[config.mk]
export PLATFORM = sky130hd
export DESIGN_NAME = mem_lsu
export DESIGN_NICKNAME = d
export VERILOG_FILES = /design/src/rtl/mem_lsu.sv
export SDC_FILE = /design/constraint.sdc
export NUM_CORES = 1
export LEC_CHECK = 0
export BUFFER_PORTS_ARGS = -buffer_cell sky130_fd_sc_hd__clkbuf_2
export CELL_PAD_IN_SITES_DETAIL_PLACEMENT = 0
export CELL_PAD_IN_SITES_GLOBAL_PLACEMENT = 1
export CORE_AREA = 3 3 238 240
export CTS_CLUSTER_SIZE = 40
export DETAILED_ROUTE_END_ITERATION = 8
export DIE_AREA = 0 0 241 243
export GPL_ROUTABILITY_DRIVEN = 0
export GPL_TIMING_DRIVEN = 0
export PLACE_DENSITY_LB_ADDON = 0.05
export SETUP_SLACK_MARGIN = 0.02
export SYNTH_ARGS = -nofsm -noshare
export SYNTH_HDL_FRONTEND = slang
export SYNTH_SLANG_ARGS = --single-unit
[constraint.sdc]
create_clock -name clk -period 3.2 [get_ports clk]
set_input_delay 0.16 -clock clk [delete_from_list [all_inputs] [get_ports clk]]
set_output_delay 0.16 -clock clk [all_outputs]
set_load 0.02 [all_outputs]
[src/rtl/mem_lsu.sv]
// Memory-access stage: passes ALU results through and runs a request/response FSM for loads
// and stores. Loads are lane-shifted and extended, stores get lane-shifted data and strobes.
module mem_lsu #(
   parameter int unsigned XLEN = 64
) (
   input  logic            clk,
   input  logic            rst,
   input  logic            mem_hold_i,
   input  logic            ex_valid_i,
   input  logic [XLEN-1:0] ex_pc_i,
   input  logic [XLEN-1:0] ex_rd_data,
   input  logic [4:0]      ex_rd_addr,
   input  logic            ex_rd_ena,
   input  logic [3:0]      ex_mem_op,
   input  logic [XLEN-1:0] ex_mem_addr,
   input  logic [XLEN-1:0] ex_mem_wdata,
   output logic            dmem_req_valid,
   input  logic            dmem_req_ready,
   output logic [XLEN-1:0] dmem_req_addr,
   output logic            dmem_req_wen,
   output logic [XLEN-1:0] dmem_req_wdata,
   output logic [7:0]      dmem_req_wstrb,
   input  logic            dmem_resp_valid,
   input  logic [XLEN-1:0] dmem_resp_rdata,
   output logic [XLEN-1:0] mem_rd_data,
   output logic [4:0]      mem_rd_addr,
   output logic            mem_rd_ena,
   output logic [XLEN-1:0] mem_pc_o,
   output logic            mem_stall_req,
   output logic            mem_misalign
);

   typedef enum logic [1:0] {StIdle, StReq, StWait, StDone} state_e;

   state_e          state_q;
   logic [3:0]      op_q;
   logic [XLEN-1:0] addr_q;
   logic [XLEN-1:0] wdata_q;
   logic [XLEN-1:0] rd_data_q;
   logic [XLEN-1:0] pc_q;
   logic [4:0]      rd_addr_q;
   logic            rd_ena_q;

   logic ex_mem;
   logic ex_misal;
   logic accept;

   function automatic logic op_is_load(input logic [3:0] op);
      return (op >= 4'd1) && (op <= 4'd7);
   endfunction

   function automatic logic op_is_store(input logic [3:0] op);
      return (op >= 4'd8) && (op <= 4'd11);
   endfunction

   // log2 of the access size in bytes
   function automatic logic [1:0] op_size(input logic [3:0] op);
      case (op)
         4'd1, 4'd5, 4'd8:  return 2'd0;
         4'd2, 4'd6, 4'd9:  return 2'd1;
         4'd3, 4'd7, 4'd10: return 2'd2;
         default:           return 2'd3;
      endcase
   endfunction

   function automatic logic is_misaligned(input logic [3:0] op, input logic [2:0] off);
      case (op_size(op))
         2'd0:    return 1'b0;
         2'd1:    return off[0];
         2'd2:    return |off[1:0];
         default: return |off;
      endcase
   endfunction

   function automatic logic [XLEN-1:0] load_ext(input logic [3:0] op, input logic [2:0] off,
                                                input logic [XLEN-1:0] rdata);
      logic [XLEN-1:0] sh;
      logic            sgn;
      sh  = rdata >> {off, 3'b000};
      sgn = (op <= 4'd4);
      case (op_size(op))
         2'd0:    return {{(XLEN-8){sgn & sh[7]}}, sh[7:0]};
         2'd1:    return {{(XLEN-16){sgn & sh[15]}}, sh[15:0]};
         2'd2:    return {{(XLEN-32){sgn & sh[31]}}, sh[31:0]};
         default: return sh;
      endcase
   endfunction

   function automatic logic [7:0] strb_base(input logic [3:0] op);
      case (op_size(op))
         2'd0:    return 8'h01;
         2'd1:    return 8'h03;
         2'd2:    return 8'h0F;
         default: return 8'hFF;
      endcase
   endfunction

   always_comb begin
      ex_mem   = ex_valid_i & (op_is_load(ex_mem_op) | op_is_store(ex_mem_op));
      ex_misal = ex_mem & is_misaligned(ex_mem_op, ex_mem_addr[2:0]);
      accept   = (state_q == StIdle) & ex_mem & ~ex_misal;
   end

   always_ff @(posedge clk) begin
      if (!rst) begin
         state_q   <= StIdle;
         op_q      <= '0;
         addr_q    <= '0;
         wdata_q   <= '0;
         rd_data_q <= '0;
         pc_q      <= '0;
         rd_addr_q <= '0;
         rd_ena_q  <= 1'b0;
      end else begin
         case (state_q)
            StIdle: begin
               if (accept) begin
                  op_q      <= ex_mem_op;
                  addr_q    <= ex_mem_addr;
                  wdata_q   <= ex_mem_wdata;
                  rd_data_q <= '0;
                  pc_q      <= ex_pc_i;
                  rd_addr_q <= ex_rd_addr;
                  rd_ena_q  <= ex_rd_ena;
                  state_q   <= StReq;
               end
            end
            StReq: begin
               if (dmem_req_ready) state_q <= op_is_store(op_q) ? StDone : StWait;
            end
            StWait: begin
               if (dmem_resp_valid) begin
                  rd_data_q <= load_ext(op_q, addr_q[2:0], dmem_resp_rdata);
                  state_q   <= StDone;
               end
            end
            default: begin
               if (!mem_hold_i) state_q <= StIdle;
            end
         endcase
      end
   end

   always_comb begin
      dmem_req_valid = 1'b0;
      dmem_req_addr  = '0;
      dmem_req_wen   = 1'b0;
      dmem_req_wdata = '0;
      dmem_req_wstrb = '0;
      mem_rd_data    = '0;
      mem_rd_addr    = '0;
      mem_rd_ena     = 1'b0;
      mem_pc_o       = '0;
      mem_stall_req  = 1'b0;
      mem_misalign   = 1'b0;
      if (rst) begin
         dmem_req_addr = {addr_q[XLEN-1:3], 3'b000};
         if (op_is_store(op_q)) begin
            dmem_req_wen   = 1'b1;
            dmem_req_wdata = wdata_q << {addr_q[2:0], 3'b000};
            dmem_req_wstrb = strb_base(op_q) << addr_q[2:0];
         end
         case (state_q)
            StIdle: begin
               mem_rd_data   = ex_rd_data;
               mem_rd_addr   = ex_rd_addr;
               mem_rd_ena    = ex_valid_i & ex_rd_ena & ~ex_mem;
               mem_pc_o      = ex_pc_i;
               mem_stall_req = accept;
               mem_misalign  = ex_misal;
            end
            StReq: begin
               dmem_req_valid = 1'b1;
               mem_stall_req  = 1'b1;
               mem_rd_addr    = rd_addr_q;
               mem_pc_o       = pc_q;
            end
            StWait: begin
               mem_stall_req = 1'b1;
               mem_rd_addr   = rd_addr_q;
               mem_pc_o      = pc_q;
            end
            default: begin
               mem_rd_data = rd_data_q;
               mem_rd_addr = rd_addr_q;
               mem_rd_ena  = rd_ena_q & op_is_load(op_q);
               mem_pc_o    = pc_q;
            end
         endcase
      end
   end

endmodule

==> out/qor.json, run 1 <==
{
  "grt": {
    "track_usage": 0.266,
    "antenna_violations_before_repair": 9,
    "grt_max_degree": 20,
    "first_global_vias": 18700,
    "globalRoute.totalOverflow": 0,
    "global_route_wire_length_before_repair_um": 118000
  },
  "route": {
    "routedWlPerCell_um": 22.2,
    "antenna_violating_nets_post_route": 0,
    "detailedRoute.firstIterationViolations": 1081,
    "first_pass_detailed_route_iteration_total": 5,
    "num_vias": 18600,
    "finalWirelength_um": 80600,
    "post-route-drc-count": 0,
    "post_drt_via_cell_ratio": 5.13
  },
  "critical_path": {
    "worst-r2r-cell-count": 6,
    "critPathLaunch": "addr_q[1]$_SDFFE_PN0N_",
    "startpoint_type": "register",
    "timing.critical_path.fanout_max": 10,
    "worstPathRequired_ns": 3.04,
    "reg2reg_setup_slack_ns": 0.51,
    "critical_path.endpoint": "dmem_req_wdata[50]",
    "crit_type": "reg -> out",
    "critical_path.endpoint_type": "primary output",
    "timing.rr.end": "rd_data_q[60]$_SDFFE_PN0P_",
    "worst_ep_arrival_ns": 2.94
  },
  "finish": {
    "layout.core_utilization": 0.426,
    "post_route_cells_drive_above_1_share": 0.286,
    "post-route-cell-area_um2": 23400,
    "num-fill-cells": 5742,
    "final_nets": 3237,
    "syn_to_final_growth_pct": 46.5
  },
  "cts": {
    "root_buffer": "clkbuf_16",
    "numCtsBuffers": 35,
    "htree_num_levels": 2,
    "clkTransAtPathRegs_ns": 0.06,
    "clock_latency_ns": 0.54,
    "cts_setup_buffers": 0,
    "cts.path.max_buffers": 3,
    "cts_tree": "done",
    "clock-sinks": 270
  },
  "job": {
    "cap_violations": 0
  },
  "logic_synthesis": {
    "ys_top_cells_by_area": "dfxtp_1 34%, nand2_1 11%, mux2i_1 10%, a21oi_1 7.3%, mux4_2 6.2%",
    "synth.cell_area_um2": 16000,
    "synth_ff_type": "dfxtp_1",
    "synth-edff-count": 0,
    "yosysUniqueCellTypes": 54,
    "avgSynthCellArea_um2": 7.78,
    "synthMostInstantiatedCell": "nand2_1",
    "synth-warning-count": 0,
    "post_synth_mux_area_share": 0.177,
    "syn-instance-count": 2052,
    "synth_top_area_cell": "dfxtp_1",
    "synth_top_family_by_area": "simple AND/OR/NAND/NOR gates",
    "synthDominantCellAreaShare": 0.338,
    "basic_gate_share_of_the_synthesized_area_counting_and_or_nand_and_nor_cells": 0.219,
    "synth_async_sr_flop_share": 0,
    "ys_ff_latch": 270,
    "post_synth_xor_area_fraction": 0.00165,
    "synth-compound-area-share": 0.202,
    "post_synth_most_frequent_cells": "484 x nand2_1, 270 x dfxtp_1, 233 x a21oi_1",
    "ys_seq_area_frac": 0.338,
    "synthAdderAreaFrac": 0.00548
  },
  "pwr": {
    "peak_ir_drop_on_the_vdd_network_uv": 397,
    "power.density_cell_area_nw_per_um2": 499,
    "leakage_uw": 0.0103
  },
  "timing": {
    "timing.final.setup_violations": 0,
    "grt_setup_unrepaired": "yes",
    "finalHoldWorstSlack_ns": 0.0958,
    "totalNegativeSetupSlack_ns": 0,
    "final.min_clock_period_ns": 3.10,
    "timing.final.hold_violations": 0,
    "max_freq_ghz": 0.323,
    "timing.max_slew.rel_slack": 0.206,
    "timing.clock.skew_ns": 0.00726,
    "fin_ws_ns": 0.102,
    "period_share": 0.968,
    "finalMaxSlewViolations": 0,
    "worst_slew_pin_slew_ns": 1.19
  },
  "run_status": {
    "run_status": "complete, no violations"
  },
  "place": {
    "port-buffer-count": 605,
    "pre_cts_slack_ns": -0.192,
    "dp_hpwl_um": 63700,
    "place_area_um2": 19900
  },
  "min_path": {
    "worst_hold_path_type": "in -> reg"
  },
  "floorplanning": {
    "floorplan.die.width_um": 241,
    "core_area_um2": 54900,
    "fp.dieArea_um2": 58600,
    "placement_rows": 86,
    "initial_core_util": 0.291,
    "top_level_ports": 610,
    "die_height_um": 243
  }
}
[what timing repair did]
action / in CTS / in global routing
hold buffers: 202 / 0
endpoints found under the setup margin: 126 / 110
endpoints found under the hold margin: 203 / 0
resized for setup: 62 / 34
[registers in the layout (all words and copies together), names as in the netlist, named ones only]
register   flops
state_q        2
rd_data_q     64
op_q           4
addr_q        64
rd_addr_q      5
wdata_q       64
rd_ena_q       1
pc_q          64
[cell type report]
cell class,count,area (um^2),share of cell area
antenna,8,20.0,0.000856
buffer,196,960,0.0410
clock buffer,47,992,0.0424
clock inverter,15,199,0.00851
inverter,14,55.1,0.00235
multi-input combinational,1570,9830,0.420
sequential,270,5410,0.231
tap,704,881,0.0377
timing repair buffer,807,5050,0.216
[layer usage]
layer,vias up,wire [um],global-route usage
met2,722,38100,0.447
met4,4,3070,0.0954
met5,-,27,0
met3,147,5780,0.0549
met1,8909,33600,0.334
li1,8843,-,-
[worst max-delay path: stages (launching register included)]
cell,delay [ns]
dfxtp_2,0.39
buf_6,0.21
buf_2,0.28
buf_4,0.27
buf_2,0.30
a211oi_1,0.13
a211oi_1,0.38
a21oi_1,0.09
nor2_1,0.15
clkbuf_2,0.19
[logic make-up after synthesis]
family | count (synthesis)
AO/OA/AOI/OAI | 501
XOR/XNOR | 3
adder cells (fa/ha/maj) | 7
buffers and inverters | 214
flip-flops | 270
multiplexers | 225
other | 1
AND/OR/NAND/NOR | 831
[stage by stage]
| step | instances | power, uW |
|---|---|---|
| 6_report | 3631 | 11700 |
| 3_3_place_gp | 3363 | 7340 |
| 4_1_cts | 3624 | 11800 |
| 3_5_place_dp | 3363 | 7360 |
| 2_1_floorplan | 2054 | 5990 |
| 5_1_grt | 3625 | 12300 |
[power breakdown]
group	internal [uW]	switching [uW]
sequential	3530	137
combinational	1460	2410
clock	2510	1620
[cells in the final DEF, fill, tap and decap left out, drive strengths merged, types with 4 or more instances in the layout]
master / n
and2: 72
a32o: 34
dlygate4sd3: 202
o21ai: 63
nand3: 15
nand4: 5
mux2i: 160
and3: 18
nor2b: 17
nor3: 7
bufinv: 4
inv: 14
a22o: 27
clkbuf: 787
mux4: 44
nor2: 196
a211oi: 19
o221ai: 4
o211ai: 11
nand2: 484
o31ai: 7
nand2b: 8
o2bb2ai: 9
diode: 8
a21oi: 233
mux2: 21
buf: 61
dfxtp: 270
a22oi: 72
clkinv: 9
o22a: 9
ha: 7
[worst min-delay path by stage]
stage | startpoint | end | slack (ns) | cells past startpoint
after floorplan | ex_mem_addr[10] | addr_q[10]$_SDFFE_PN0N_ | 0.30 | 2
after global placement | ex_mem_addr[19] | addr_q[19]$_SDFFE_PN0N_ | 0.38 | 3
after detailed placement | ex_mem_addr[18] | addr_q[18]$_SDFFE_PN0N_ | 0.39 | 3
after CTS | dmem_resp_rdata[58] | rd_data_q[58]$_SDFFE_PN0P_ | 0.05 | 4
after global routing | dmem_resp_rdata[62] | rd_data_q[62]$_SDFFE_PN0P_ | 0.09 | 4
final | dmem_resp_rdata[58] | rd_data_q[58]$_SDFFE_PN0P_ | 0.1 | 4
Power figures use the tool's default switching activity.
==> run 2, diff against run 1 <==
MAX_ROUTING_LAYER = met4   (was not set)
clock period = 2.9 ns   (was 3.2 ns; I/O delays follow)
==> run 2 against run 1 <==
Core utilization grew 0.60 points; sequential share of layout area shrank 0.32 points; final area grew 1.4%.
==> out/qor.json, run 2 (synthesis gave the netlist of run 1 again) <==
{
  "route": {
    "post_drt_via_cell_ratio": {"value": 5.14, "change": "was 5.13"},
    "post-route-drc-count": {"value": 0, "change": "unchanged"},
    "antenna_violating_nets_post_route": {"value": 0, "change": "unchanged"},
    "num_vias": {"value": 18700, "change": "was 18600"},
    "finalWirelength": {"value": 80700, "unit": "um", "change": "was 80600 um"},
    "detailedRoute.firstIterationViolations": {"value": 1106, "change": "was 1081"},
    "first_pass_detailed_route_iteration_total": {"value": 5, "change": "unchanged"},
    "routedWlPerCell": {"value": 22.2, "unit": "um", "change": "about the same"}
  },
  "critical_path": {
    "timing.critical_path.fanout_max": {"value": 10, "change": "unchanged"},
    "worstPathRequired": {"value": 2.76, "unit": "ns", "change": "was 3.04 ns"},
    "startpoint_type": {"value": "register", "change": "unchanged"},
    "worst_ep_arrival": {"value": 2.70, "unit": "ns", "change": "was 2.94 ns"},
    "reg2reg_setup_slack": {"value": 0.29, "unit": "ns", "change": "was 0.51 ns"},
    "critical_path.endpoint_type": {"value": "primary output", "change": "unchanged"},
    "crit_type": {"value": "reg -> out", "change": "unchanged"},
    "timing.rr.end": {"value": "rd_data_q[12]$_SDFFE_PN0P_", "change": "was rd_data_q[60]$_SDFFE_PN0P_"},
    "crit-reg2reg-launch": "addr_q[0]$_SDFFE_PN0N_",
    "worst-r2r-cell-count": {"value": 6, "change": "unchanged"}
  },
  "place": {
    "port-buffer-count": {"value": 605, "change": "unchanged"},
    "place_area": {"value": 19900, "unit": "um^2", "change": "unchanged"},
    "dp_hpwl": {"value": 63700, "unit": "um", "change": "unchanged"}
  },
  "floorplanning": {
    "die_height": {"value": 243, "unit": "um", "change": "unchanged"},
    "placement_rows": {"value": 86, "change": "unchanged"},
    "initial_core_util": {"value": 0.291, "change": "unchanged"},
    "core_area": {"value": 54900, "unit": "um^2", "change": "unchanged"},
    "top_level_ports": {"value": 610, "change": "unchanged"},
    "fp.dieArea": {"value": 58600, "unit": "um^2", "change": "unchanged"},
    "floorplan.die.width": {"value": 241, "unit": "um", "change": "unchanged"}
  },
  "timing": {
    "final.min_clock_period_ns": 2.85,
    "worst_slew_pin_slew": {"value": 1.18, "unit": "ns", "change": "was 1.19 ns"},
    "timing.max_slew.rel_slack": {"value": 0.215, "change": "was 0.206"},
    "timing.final.hold_violations": {"value": 0, "change": "unchanged"},
    "period_share": 0.982,
    "finalMaxSlewViolations": {"value": 0, "change": "unchanged"},
    "max_freq_ghz": 0.351,
    "timing.clock.skew": {"value": 0.00729, "unit": "ns", "change": "was 0.00726 ns"},
    "timing.final.setup_violations": {"value": 0, "change": "unchanged"},
    "grt_setup_unrepaired": {"value": "no", "change": "was yes"}
  },
  "finish": {
    "post_route_cells_drive_above_1_share": {"value": 0.298, "change": "was 0.286"},
    "num-fill-cells": {"value": 5728, "change": "was 5742"},
    "syn_to_final_growth": {"value": 48.5, "unit": "%", "change": "was 46.5%"},
    "most_frequent_standard_cell_in_the_layout_excluding_fill_and_tap_cells": {"value": "clkbuf_2", "change": "unchanged"},
    "layout.core_utilization": {"value": 0.432, "change": "was 0.426"},
    "post-route-cell-area": {"value": 23700, "unit": "um^2", "change": "was 23400 um^2"},
    "final_nets": {"value": 3244, "change": "was 3237"},
    "most-common-layout-cells": {"value": "624 x clkbuf_2, 484 x nand2_1, 269 x dfxtp_1, 232 x a21oi_1, 202 x dlygate4sd3_1", "change": "was 617 x clkbuf_2, 484 x nand2_1, 269 x dfxtp_1, 232 x a21oi_1, 202 x dlygate4sd3_1"}
  },
  "cts": {
    "clock-sinks": {"value": 270, "change": "unchanged"},
    "clock_latency": {"value": 0.54, "unit": "ns", "change": "about the same"},
    "cts_tree": {"value": "done", "change": "unchanged"},
    "numCtsBuffers": {"value": 35, "change": "unchanged"},
    "cts.path.max_buffers": {"value": 3, "change": "unchanged"},
    "htree_num_levels": {"value": 2, "change": "unchanged"},
    "clkTransAtPathRegs": {"value": 0.06, "unit": "ns", "change": "about the same"},
    "root_buffer": {"value": "clkbuf_16", "change": "unchanged"}
  },
  "pwr": {
    "power.density_cell_area": {"value": 547, "unit": "nW/um^2", "change": "was 499 nW/um^2"},
    "leakage": {"value": 0.0104, "unit": "uW", "change": "was 0.0103 uW"},
    "peak_ir_drop_on_the_vdd_network": {"value": 436, "unit": "uV", "change": "was 397 uV"}
  },
  "grt": {
    "global_route_wire_length_before_repair": {"value": 118000, "unit": "um", "change": "about the same"},
    "grt_max_degree": {"value": 20, "change": "unchanged"},
    "antenna_violations_before_repair": {"value": 10, "change": "was 9"},
    "globalRoute.totalOverflow": {"value": 0, "change": "unchanged"},
    "track_usage": {"value": 0.274, "change": "was 0.266"},
    "first_global_vias": {"value": 18700, "change": "about the same"}
  },
  "min_path": {
    "worst_hold_path_type": {"value": "in -> reg", "change": "unchanged"},
    "hold_start": {"value": "ex_mem_op[3]", "change": "was dmem_resp_rdata[58]"},
    "whs_path_depth": {"value": 4, "change": "unchanged"}
  },
  "run_status": {
    "run_status": {"value": "complete, no violations", "change": "unchanged"}
  },
  "job": {
    "cap_violations": {"value": 0, "change": "unchanged"}
  }
}
[run 2: cell types whose count changed in the layout (fill, tap and decap cells not counted), moves of 5 or more]
cell,delta
buf_12,+7
buf_4,+13
clkbuf_1,-16
clkbuf_2,+7
buf_6,-5
o21ai_1,+5
o21ai_0,-6
[run 2: per-layer routing]
| metal | part of all wire | track usage |
|---|---|---|
| met1 | 0.42 | 0.337 |
| met2 | 0.48 | 0.450 |
| met3 | 0.069 | 0.0503 |
| met4 | 0.037 | 0.0930 |
| met5 | 0 | - |
[run 2: per-stage QoR]
stage                     hold slack, ns  setup TNS, ns  power, uW  instances  setup WS [ns]
after floorplan                    0.281              0       6610       2054          0.328
after global placement             0.369         -66.43       8100       3363         -0.481
after detailed placement           0.373         -79.03       8120       3363         -0.477
after CTS                         0.0320              0      13100       3625         0.0226
after global routing              0.0789              0      13700       3640        0.00780
final                             0.0520              0      13000       3640         0.0511
[run 2: worst max-delay path by stage]
stage	from	to	slack, ns	cells past startpoint
5_1_grt	op_q[3]$_SDFFE_PN0N_	dmem_req_wdata[35]	0.008	8
4_1_cts	addr_q[1]$_SDFFE_PN0N_	dmem_req_wdata[61]	0.02	9
6_report	addr_q[2]$_SDFFE_PN0N_	dmem_req_wdata[46]	0.05	8
3_3_place_gp	ex_mem_op[0]	addr_q[2]$_SDFFE_PN0N_	-0.48	11
2_1_floorplan	ex_mem_op[0]	mem_stall_req	0.33	10
3_5_place_dp	ex_mem_op[0]	addr_q[2]$_SDFFE_PN0N_	-0.48	11
[run 2: repair_timing]
item / 4_1_cts / 5_1_grt
hold buffers: 202 / 0
setup buffers: 3 / 7
endpoints found under the hold margin: 203 / 0
resized for setup: 131 / 51
endpoints found under the setup margin: 198 / 162
pin swaps: 2 / 3
[run 2: worst max-delay path, stage by stage (launching register included)]
cell,delay (ns)
dfxtp_1,0.32
buf_2,0.20
inv_1,0.09
clkbuf_2,0.29
buf_4,0.28
clkbuf_4,0.27
nand3_1,0.10
a21oi_1,0.35
clkbuf_2,0.24
[run 2: power by group]
part / internal [uW] / total (uW) / switching (uW)
sequential: 3900 / 4050 / 154
clock: 2770 / 4550 / 1780
combinational: 1690 / 4370 / 2680
[run 2: final cells by class]
type	instances	area (um^2)	share of cell area
multi-input cells	1570	9910	0.418
flip-flops and latches	270	5410	0.228
repair buffers	817	5140	0.217
plain buffers	193	1100	0.0465
clock buffers	47	992	0.0418
well taps	704	881	0.0371
clock inverters	15	199	0.00839
inverters	14	55.1	0.00232
diodes	10	25.0	0.00106
